File: config.mk
export PLATFORM = sky130hd
export DESIGN_NAME = mem_wb_stage
export DESIGN_NICKNAME = d
export VERILOG_FILES = /design/src/rtl/mem_wb_stage.sv
export SDC_FILE = /design/constraint.sdc
export NUM_CORES = 1
export LEC_CHECK = 0
export CAP_MARGIN = 20
export CORE_UTILIZATION = 44
export CTS_CLUSTER_SIZE = 25
export DETAILED_ROUTE_END_ITERATION = 8
export GPL_TIMING_DRIVEN = 0
export PLACE_DENSITY = 0.8
export SYNTH_ARGS = -nofsm -noshare
export SYNTH_HDL_FRONTEND = slang
export SYNTH_SLANG_ARGS = --single-unit
File: constraint.sdc
create_clock -name clk -period 2.9 [get_ports clk]
set_clock_uncertainty 0.15 [all_clocks]
set_input_delay 0.725 -clock clk [delete_from_list [all_inputs] [get_ports clk]]
set_output_delay 0.725 -clock clk [all_outputs]
set_load 0.01 [all_outputs]
File: src/rtl/mem_wb_stage.sv
`default_nettype none
// ============================================================================
// Module      : mem_wb_stage
// Description : MEM/WB pipeline register with load-data extraction and
//               writeback selection for a 5-stage RV32I core. Drives the
//               register-file write port, the WB forwarding value and a
//               retired-instruction counter.
// Revision    : 1.0 - initial release
// ============================================================================
module mem_wb_stage #(
  parameter int RET_CNT_W = 64
) (
  input  logic                 clk,
  input  logic                 rst,
  input  logic                 stall,
  input  logic                 flush,
  input  logic                 valid_in,
  input  logic                 RegWrite_in,
  input  logic [1:0]           wb_sel_in,
  input  logic [2:0]           funct3_in,
  input  logic [4:0]           rd_in,
  input  logic [31:0]          alu_result_in,
  input  logic [31:0]          mem_read_data_in,
  input  logic [31:0]          pc_plus4_in,
  output logic                 valid_out,
  output logic                 RegWrite_out,
  output logic [4:0]           rd_out,
  output logic [31:0]          wb_data_out,
  output logic                 misaligned_out,
  output logic [RET_CNT_W-1:0] retired_count
);

  // --------------------------------------------------------------------------
  // Encodings
  // --------------------------------------------------------------------------
  localparam logic [1:0] c_WB_ALU  = 2'b00;
  localparam logic [1:0] c_WB_LOAD = 2'b01;
  localparam logic [1:0] c_WB_PC4  = 2'b10;

  localparam logic [2:0] c_F3_LB  = 3'b000;
  localparam logic [2:0] c_F3_LH  = 3'b001;
  localparam logic [2:0] c_F3_LW  = 3'b010;
  localparam logic [2:0] c_F3_LBU = 3'b100;
  localparam logic [2:0] c_F3_LHU = 3'b101;

  localparam logic [RET_CNT_W-1:0] c_CNT_ONE = {{(RET_CNT_W-1){1'b0}}, 1'b1};

  // --------------------------------------------------------------------------
  // Combinational datapath
  // --------------------------------------------------------------------------
  logic [1:0]  w_lane;
  logic [7:0]  w_byte;
  logic [15:0] w_half;
  logic [31:0] w_load_data;
  logic        w_is_load;
  logic        w_misaligned;
  logic [31:0] w_wb_data;
  logic        w_reg_write;
  logic        w_retire;

  assign w_lane    = alu_result_in[1:0];
  assign w_is_load = (wb_sel_in == c_WB_LOAD);

  // Pick the addressed byte lane out of the aligned memory word
  always_comb begin
    w_byte = 8'h00;
    case (w_lane)
      2'd0:    w_byte = mem_read_data_in[7:0];
      2'd1:    w_byte = mem_read_data_in[15:8];
      2'd2:    w_byte = mem_read_data_in[23:16];
      default: w_byte = mem_read_data_in[31:24];
    endcase
  end

  // Pick the addressed halfword; only lane[1] matters, lane[0] flags misalignment
  always_comb begin
    w_half = w_lane[1] ? mem_read_data_in[31:16] : mem_read_data_in[15:0];
  end

  // Sign- or zero-extend the selected lane according to the load width
  always_comb begin
    w_load_data = 32'h0000_0000;
    case (funct3_in)
      c_F3_LB:  w_load_data = {{24{w_byte[7]}}, w_byte};
      c_F3_LBU: w_load_data = {24'h00_0000, w_byte};
      c_F3_LH:  w_load_data = {{16{w_half[15]}}, w_half};
      c_F3_LHU: w_load_data = {16'h0000, w_half};
      c_F3_LW:  w_load_data = mem_read_data_in;
      default:  w_load_data = 32'h0000_0000;
    endcase
  end

  // Alignment check applies only to real load instructions
  always_comb begin
    w_misaligned = 1'b0;
    if (valid_in && w_is_load) begin
      case (funct3_in)
        c_F3_LH, c_F3_LHU: w_misaligned = w_lane[0];
        c_F3_LW:           w_misaligned = (w_lane != 2'b00);
        default:           w_misaligned = 1'b0;
      endcase
    end
  end

  // Writeback source select; the reserved code behaves like the ALU path
  always_comb begin
    w_wb_data = alu_result_in;
    case (wb_sel_in)
      c_WB_LOAD: w_wb_data = w_load_data;
      c_WB_PC4:  w_wb_data = pc_plus4_in;
      default:   w_wb_data = alu_result_in;
    endcase
  end

  // Write enable is suppressed for bubbles, x0 and faulting loads
  always_comb begin
    w_reg_write = valid_in & RegWrite_in & (rd_in != 5'd0) & ~w_misaligned;
    w_retire    = valid_in & ~w_misaligned;
  end

  // --------------------------------------------------------------------------
  // Stage registers
  // --------------------------------------------------------------------------
  logic                 r_valid;
  logic                 r_reg_write;
  logic [4:0]           r_rd;
  logic [31:0]          r_wb_data;
  logic                 r_misaligned;
  logic [RET_CNT_W-1:0] r_retired_count;

  // Pipeline register: reset, then flush bubble, then stall hold, else capture
  always_ff @(posedge clk) begin
    if (rst) begin
      r_valid      <= 1'b0;
      r_reg_write  <= 1'b0;
      r_rd         <= 5'd0;
      r_wb_data    <= 32'h0000_0000;
      r_misaligned <= 1'b0;
    end else if (flush) begin
      r_valid      <= 1'b0;
      r_reg_write  <= 1'b0;
      r_rd         <= 5'd0;
      r_wb_data    <= 32'h0000_0000;
      r_misaligned <= 1'b0;
    end else if (!stall) begin
      r_valid      <= valid_in;
      r_reg_write  <= w_reg_write;
      r_rd         <= rd_in;
      r_wb_data    <= w_wb_data;
      r_misaligned <= w_misaligned;
    end
  end

  // Retired-instruction counter; advances only on a capture that retires
  always_ff @(posedge clk) begin
    if (rst) begin
      r_retired_count <= '0;
    end else if (!flush && !stall && w_retire) begin
      r_retired_count <= r_retired_count + c_CNT_ONE;
    end
  end

  assign valid_out      = r_valid;
  assign RegWrite_out   = r_reg_write;
  assign rd_out         = r_rd;
  assign wb_data_out    = r_wb_data;
  assign misaligned_out = r_misaligned;
  assign retired_count  = r_retired_count;

endmodule
`default_nettype wire

==> results of run 1 <==
cells in the mapped netlist (5+ instances only):
cell type,instances
a211oi_1,9
a21oi_1,77
a221oi_1,6
a222oi_1,17
a22o_1,8
a22oi_1,6
a32o_1,6
and3_1,8
and4_1,5
buf_2,9
clkbuf_1,41
dfxtp_1,104
inv_1,13
mux2i_1,7
mux4_2,7
nand2_1,37
nand3_1,22
nand4_1,14
nor2_1,49
nor2b_1,8
nor3_1,15
nor4_1,9
o21ai_0,42
o221ai_1,16
o31ai_1,28
or3_1,19
or4_1,30
xnor2_1,14
flip-flops by register name, indices dropped and copies added (netlist names):
signal / count
valid_out: 1
retired_count: 64
rd_out: 5
misaligned_out: 1
wb_data_out: 32
RegWrite_out: 1
what timing repair did:
action                                  CTS  global route
resized for setup                         5            21
endpoints found under the setup margin   30            62
pin swaps                                 1             1
hold buffers                              0             0
setup buffers                             4             0
metrics by stage:
step,hold slack (ps),power [mW]
after global placement,304,1.97
after detailed placement,319,1.98
after floorplan,340,1.70
final,325,3.18
after global routing,359,3.27
after CTS,329,3.18
logic make-up after synthesis:
logic type               after synthesis
buffers and inverters                 64
AO/OA/AOI/OAI                        226
adder cells (fa/ha/maj)                3
AND/OR/NAND/NOR                      234
XOR/XNOR                              15
flip-flops                           104
multiplexers                          16
worst max-delay path: stages:
cell and delay [ps]:
clkdlybuf4s50_1 460, or3b_1 450, nor2_1 480, clkbuf_1 440
a222oi_1 180, a21oi_1 200
worst min-delay path by stage:
stage | startpoint | endpoint | slack (ps) | cells after the start
2_1_floorplan | valid_out | valid_out | 340 | 2
3_3_place_gp | valid_out | valid_out | 300 | 2
3_5_place_dp | valid_out | valid_out | 320 | 2
4_1_cts | valid_out | valid_out | 330 | 2
5_1_grt | valid_out | valid_out | 360 | 2
6_report | valid_out | valid_out | 330 | 2
power groups by stage:
| stage | Combinational [mW] | Clock [mW] | Sequential [mW] |
|---|---|---|---|
| after floorplan | 0.192 | 0 | 1.51 |
| after global placement | 0.476 | 0 | 1.50 |
| after detailed placement | 0.484 | 0 | 1.50 |
| after CTS | 0.488 | 1.22 | 1.47 |
| after global routing | 0.531 | 1.27 | 1.47 |
| final | 0.501 | 1.21 | 1.47 |
area by class of cell:
type	count	area [sq um]
inverter	13	48.8
timing repair buffer	217	2170
clock inverter	4	27.5
multi-input combinational	494	3300
buffer	51	213
tap	168	210
clock buffer	12	267
sequential	104	2080
fill	1007	3840
metal layers:
layer / share of wire / vias up / global-route usage
li1: - / 3054 / -
met1: 0.40 / 3198 / 0.407
met2: 0.48 / 339 / 0.525
met3: 0.085 / 59 / 0.0630
met4: 0.032 / 0 / 0.119
met5: 0 / - / 0
==> run_results.csv, run 1 <==
group,metric,value,unit
grt,grtUsageTotal,0.317,
yosys,synthAdderAreaFrac,0.00674,
yosys,async_reset_ff_frac,0,
setup_path,crit_type,"primary input to register",
timing,drv_slew,0,
yosys,yosys_warnings,0,
clock_network,clk_path_buf_depth,2,
timing,finalSetupViolations,0,
setup_path,crit_arrival,2940,ps
routing,via_per_inst,6.26,
grt,grt_max_degree,17,
layout,layout.nets,1005,
routing,antenna_left,0,
floorplanning,row_count,40,
yosys,synth_seq_cells,104,
layout,finalNonFillerCells,1063,
clock_network,cts-root-buf,"clkbuf_16",
routing,post_drt_wl_per_cell,19.7,um
timing,final.setup.worst_slack,88.0,ps
grt,grt_pass1_vias,6407,
floorplanning,die_w,115,um
setup_path,critPathRequiredTime,3030,ps
timing,setup_tns,0,ps
setup_path,cp_max_fo,10,
timing,max-slew-margin-rel,0.379,
layout,layout_commonest_cell,"clkdlybuf4s50_1",
yosys,synth_cell_type_count,54,
timing,finalCriticalPeriod,2810,ps
setup_path,cp-start-kind,"primary input",
layout,final_cell_area,8320,sq um
layout,final_util,0.684,
yosys,synth_top_flop_cell,"dfxtp_1",
yosys,yosysTopAreaCellShare,0.374,
yosys,synth_top_family_by_area,"compound AO/OA/AOI/OAI gates",
pwr,clkPwrFrac,0.381,
yosys,synthSimpleGateAreaFrac,0.237,
yosys,synthTopCellsByArea,"dfxtp_1, a21oi_1, or4_1, o21ai_0, o31ai_1",
setup_path,critPathCapture,"wb_data_out[27]",
pwr,p_switching,0.813,mW
setup_path,rr_startpoint,"retired_count[18]",
yosys,synth_compound_area_frac,0.269,
routing,wl,20.9,mm
clock_network,cts_tree,"done",
timing,fmaxAchievable,356,MHz
routing,drt-initial-drc-count,833,
placement,postPlaceCellArea,7920,sq um
clock_network,cts_made_buffers,9,
yosys,yosys.area.top_type,"dfxtp_1",
placement,hpwlAfterDp,15.9,mm
floorplanning,core_area,12200,sq um
clock_network,clkTransAtPathRegs,70,ps
setup_path,r2r_cells,7,
yosys,synth_area,5570,sq um
clock_network,cts.sinks,104,
clock_network,htreeDepth,3,
yosys,synth_cells,662,
min_path,min_path_type,"register to register",
layout,diodes,0,
routing,first_pass_iters,8,
pwr,power_density,382,nW/um^2
setup_path,reg2reg_to,"retired_count[56]",
grt,antenna_found_initial,0,
timing,hold_viol,0,
clock_network,clk_latency,350,ps
yosys,synth_mux_area_frac,0.0449,
layout,drive_gt1_frac,0.0737,
timing,post-route-period-util,0.970,
placement,pre_cts_slack,-615,ps
layout,mostFrequentLayoutCells,"clkdlybuf4s50_1, dfxtp_1, a21oi_1, nor2_1, o21ai_0",
floorplanning,die-area,13100,sq um
timing,worstMarginPinSlew,930,ps
grt,overflow,0,
layout,syn_to_final_growth,49.3,%
yosys,yosysSeqAreaShare,0.374,
yosys,syn_nets,777,
job,cap_violations,0,
yosys,synth-edff-count,0,
setup_path,ff2ff_setup_slack,160,ps
pwr,peakVddDrop,0.000284,V
floorplanning,num_io_pins,216,
pwr,swShare,0.256,
yosys,syn_area_per_cell,8.42,sq um
floorplanning,dieHeight,115,um
floorplanning,start_util,0.458,
placement,numPortBuffers,213,
yosys,synthXorXnorAreaFrac,0.0236,
placement,place_inst,1043,
pwr,internal_power,2.37,mW
routing,vias,6650,
placement,gp_congestion,0.934,
pwr,power.leakage,2.64,nW
setup_path,end_kind,"register",
pwr,comb_power_share,0.158,
routing,drc,0,
setup_path,worstSetupStartpoint,"funct3_in[2]",
run_status,status,"finished, final reports clean",
grt,grt_pass1_wl,32.6,mm
pwr,power_frac_seq,0.461,
Power figures use the tool's default switching activity.
==> run 2: changes to the inputs <==
Settings changed: GPL_TIMING_DRIVEN 0 to not set.
==> run 2 against run 1 <==
  * The run now ends with design-rule violations left
  * Worst setup slack better by 74 ps
  * Sequential share of layout area down 0.53 points
  * Critical endpoint is now retired_count[50]
  * Largest cell class unchanged
  * Die area unchanged
  * Global-route usage down 2.5 points
  * Sequential power about the same
  * Clock power up 5%
  * Maximum frequency up 2.7%
  * Combinational power up 3%
  * Power up 2.4%
  * Routed wire length down 5.7%
  * Cell area up 2.2%
  * Highest routed layer unchanged
  * Utilization up 1.5 points
==> run_results.csv, run 2 (synthesis gave the netlist of run 1 again) <==
group,metric,value,unit
pwr,power.leakage,2.82,nW
routing,via_per_inst,6.08,
setup_path,cp-start-kind,"primary input",
routing,vias,6447,
setup_path,cp_max_fo,34,
timing,finalCriticalPeriod,2740,ps
layout,drive_gt1_frac,0.0998,
clock_network,clk_path_buf_depth,2,
floorplanning,dieHeight,115,um
setup_path,end_kind,"register",
setup_path,cp_slowest_stage_delay,530,ps
placement,numPortBuffers,215,
floorplanning,core_area,12200,sq um
setup_path,path_delay_family,"buffers and inverters",
floorplanning,row_count,40,
timing,worstMarginPinSlew,711,ps
timing,rsz0062_at_grt,"false",
grt,grtUsageTotal,0.292,
routing,wl,19.7,mm
setup_path,slowest_stage,"or4_1",
routing,drc,4,
min_path,min_path_type,"register to register",
timing,drv_slew,0,
timing,finalSetupViolations,0,
setup_path,worst-path-buf-inv,4,
run_status,status,"finished with violations",
timing,fmaxAchievable,365,MHz
clock_network,cts_tree,"done",
setup_path,crit_cells,10,
pwr,peakVddDrop,0.000255,V
routing,drt-initial-drc-count,525,
grt,grt_pass1_wl,30.5,mm
layout,layout.nets,1002,
pwr,power_density,383,nW/um^2
timing,hold_viol,0,
grt,overflow,0,
clock_network,htreeDepth,3,
setup_path,critPathRequiredTime,3030,ps
placement,hpwlAfterDp,14.7,mm
clock_network,clkTransAtPathRegs,70,ps
clock_network,cts_hold_buf,0,
setup_path,crit_arrival,2870,ps
clock_network,cts-root-buf,"clkbuf_16",
placement,gp_congestion,0.923,
timing,post-route-period-util,0.944,
floorplanning,num_io_pins,216,
timing,holdWs,327,ps
floorplanning,die-area,13100,sq um
min_path,min_delay_path_depth,2,
floorplanning,die_w,115,um
routing,post_drt_wl_per_cell,18.6,um
layout,largest_reg_flops,64,
layout,finalNonFillerCells,1061,
clock_network,clk_latency,350,ps
routing,antenna_left,0,
floorplanning,start_util,0.458,
placement,place_inst,1044,
timing,max-slew-margin-rel,0.526,
layout,layout_commonest_cell,"clkdlybuf4s50_1",
setup_path,r2r_cells,7,
layout,mostFrequentLayoutCells,"clkdlybuf4s50_1, dfxtp_1, a21oi_1, nor2_1, buf_4",
setup_path,crit_path_cell_trace,"clkdlybuf4s50_1, inv_1, ha_1, o211ai_1, a21o_1, buf_4, nand4b_4, buf_12, or4_1, a21oi_1",
grt,grt_pass1_vias,6263,
clock_network,cts.sinks,104,
job,cap_violations,0,
layout,fill_cells,951,
grt,antenna_found_initial,1,
layout,syn_to_final_growth,52.6,%
clock_network,cts_made_buffers,9,
setup_path,crit_type,"primary input to register",
grt,grt_max_degree,66,
routing,first_pass_iters,9,
run_status,violations,"design-rule violations",
==> run 2: where the power goes <==
group          total [mW]  internal, mW  switching (mW)
sequential           1.47          1.45          0.0166
combinational       0.516         0.288           0.227
clock                1.27         0.698           0.575
==> run 2: through the flow <==
stage                     setup slack, ps   util  TNS [ps]  area [sq um]  total power, mW
after global routing                 53.8  0.699         0          8500             3.36
after detailed placement             -232  0.674     -8090          8190             2.01
after floorplan                       355      -         0          5570             1.70
final                                 162  0.699         0          8500             3.26
after global placement               -108  0.674     -3710          8190             2.00
after CTS                             118  0.699         0          8500             3.26
==> run 2: per-layer routing <==
metal	vias up	track usage	share of wire
li1	3044	-	-
met1	3063	0.363	0.41
met2	285	0.493	0.49
met3	55	0.0556	0.058
met4	0	0.126	0.037
met5	-	0	0
==> run 2: worst reg2reg max path, delay by kind of cell, from the launching register on <==
kind            cells  cell delay (ps)
simple gates        4             1350
flops               1              430
fa+ha+maj           1              210
buf+inv             1              180
compound gates      1              160
==> run 2: area by class of cell <==
type,count,area [sq um],area share
timing repair buffer,265,2610,0.307
multi-input combinational,494,3240,0.381
antenna,1,2.50,0.000294
sequential,104,2080,0.245
clock inverter,6,67.6,0.00794
tap,168,210,0.0247
inverter,13,48.8,0.00574
clock buffer,10,239,0.0281
==> run 2: path summary, 6_finish.rpt <==
kind | to | start | slack, ps
setup reg to reg | retired_count[50] | retired_count[0] | 370
hold / removal | valid_out | valid_out | 330
hold reg to reg | valid_out | valid_out | 330
setup / recovery | retired_count[50] | wb_sel_in[1] | 160
==> run 2: repair_timing <==
action | in CTS | in global routing
endpoints found under the setup margin | 0 | 5
resized for setup | 0 | 1
setup buffers | 0 | 0
==> run 3: changes to the inputs <==
Settings changed: HOLD_SLACK_MARGIN set to 0.03.
==> results of run 3 <==
No change in the layout: final DEF, timing and power equal those of run 2.
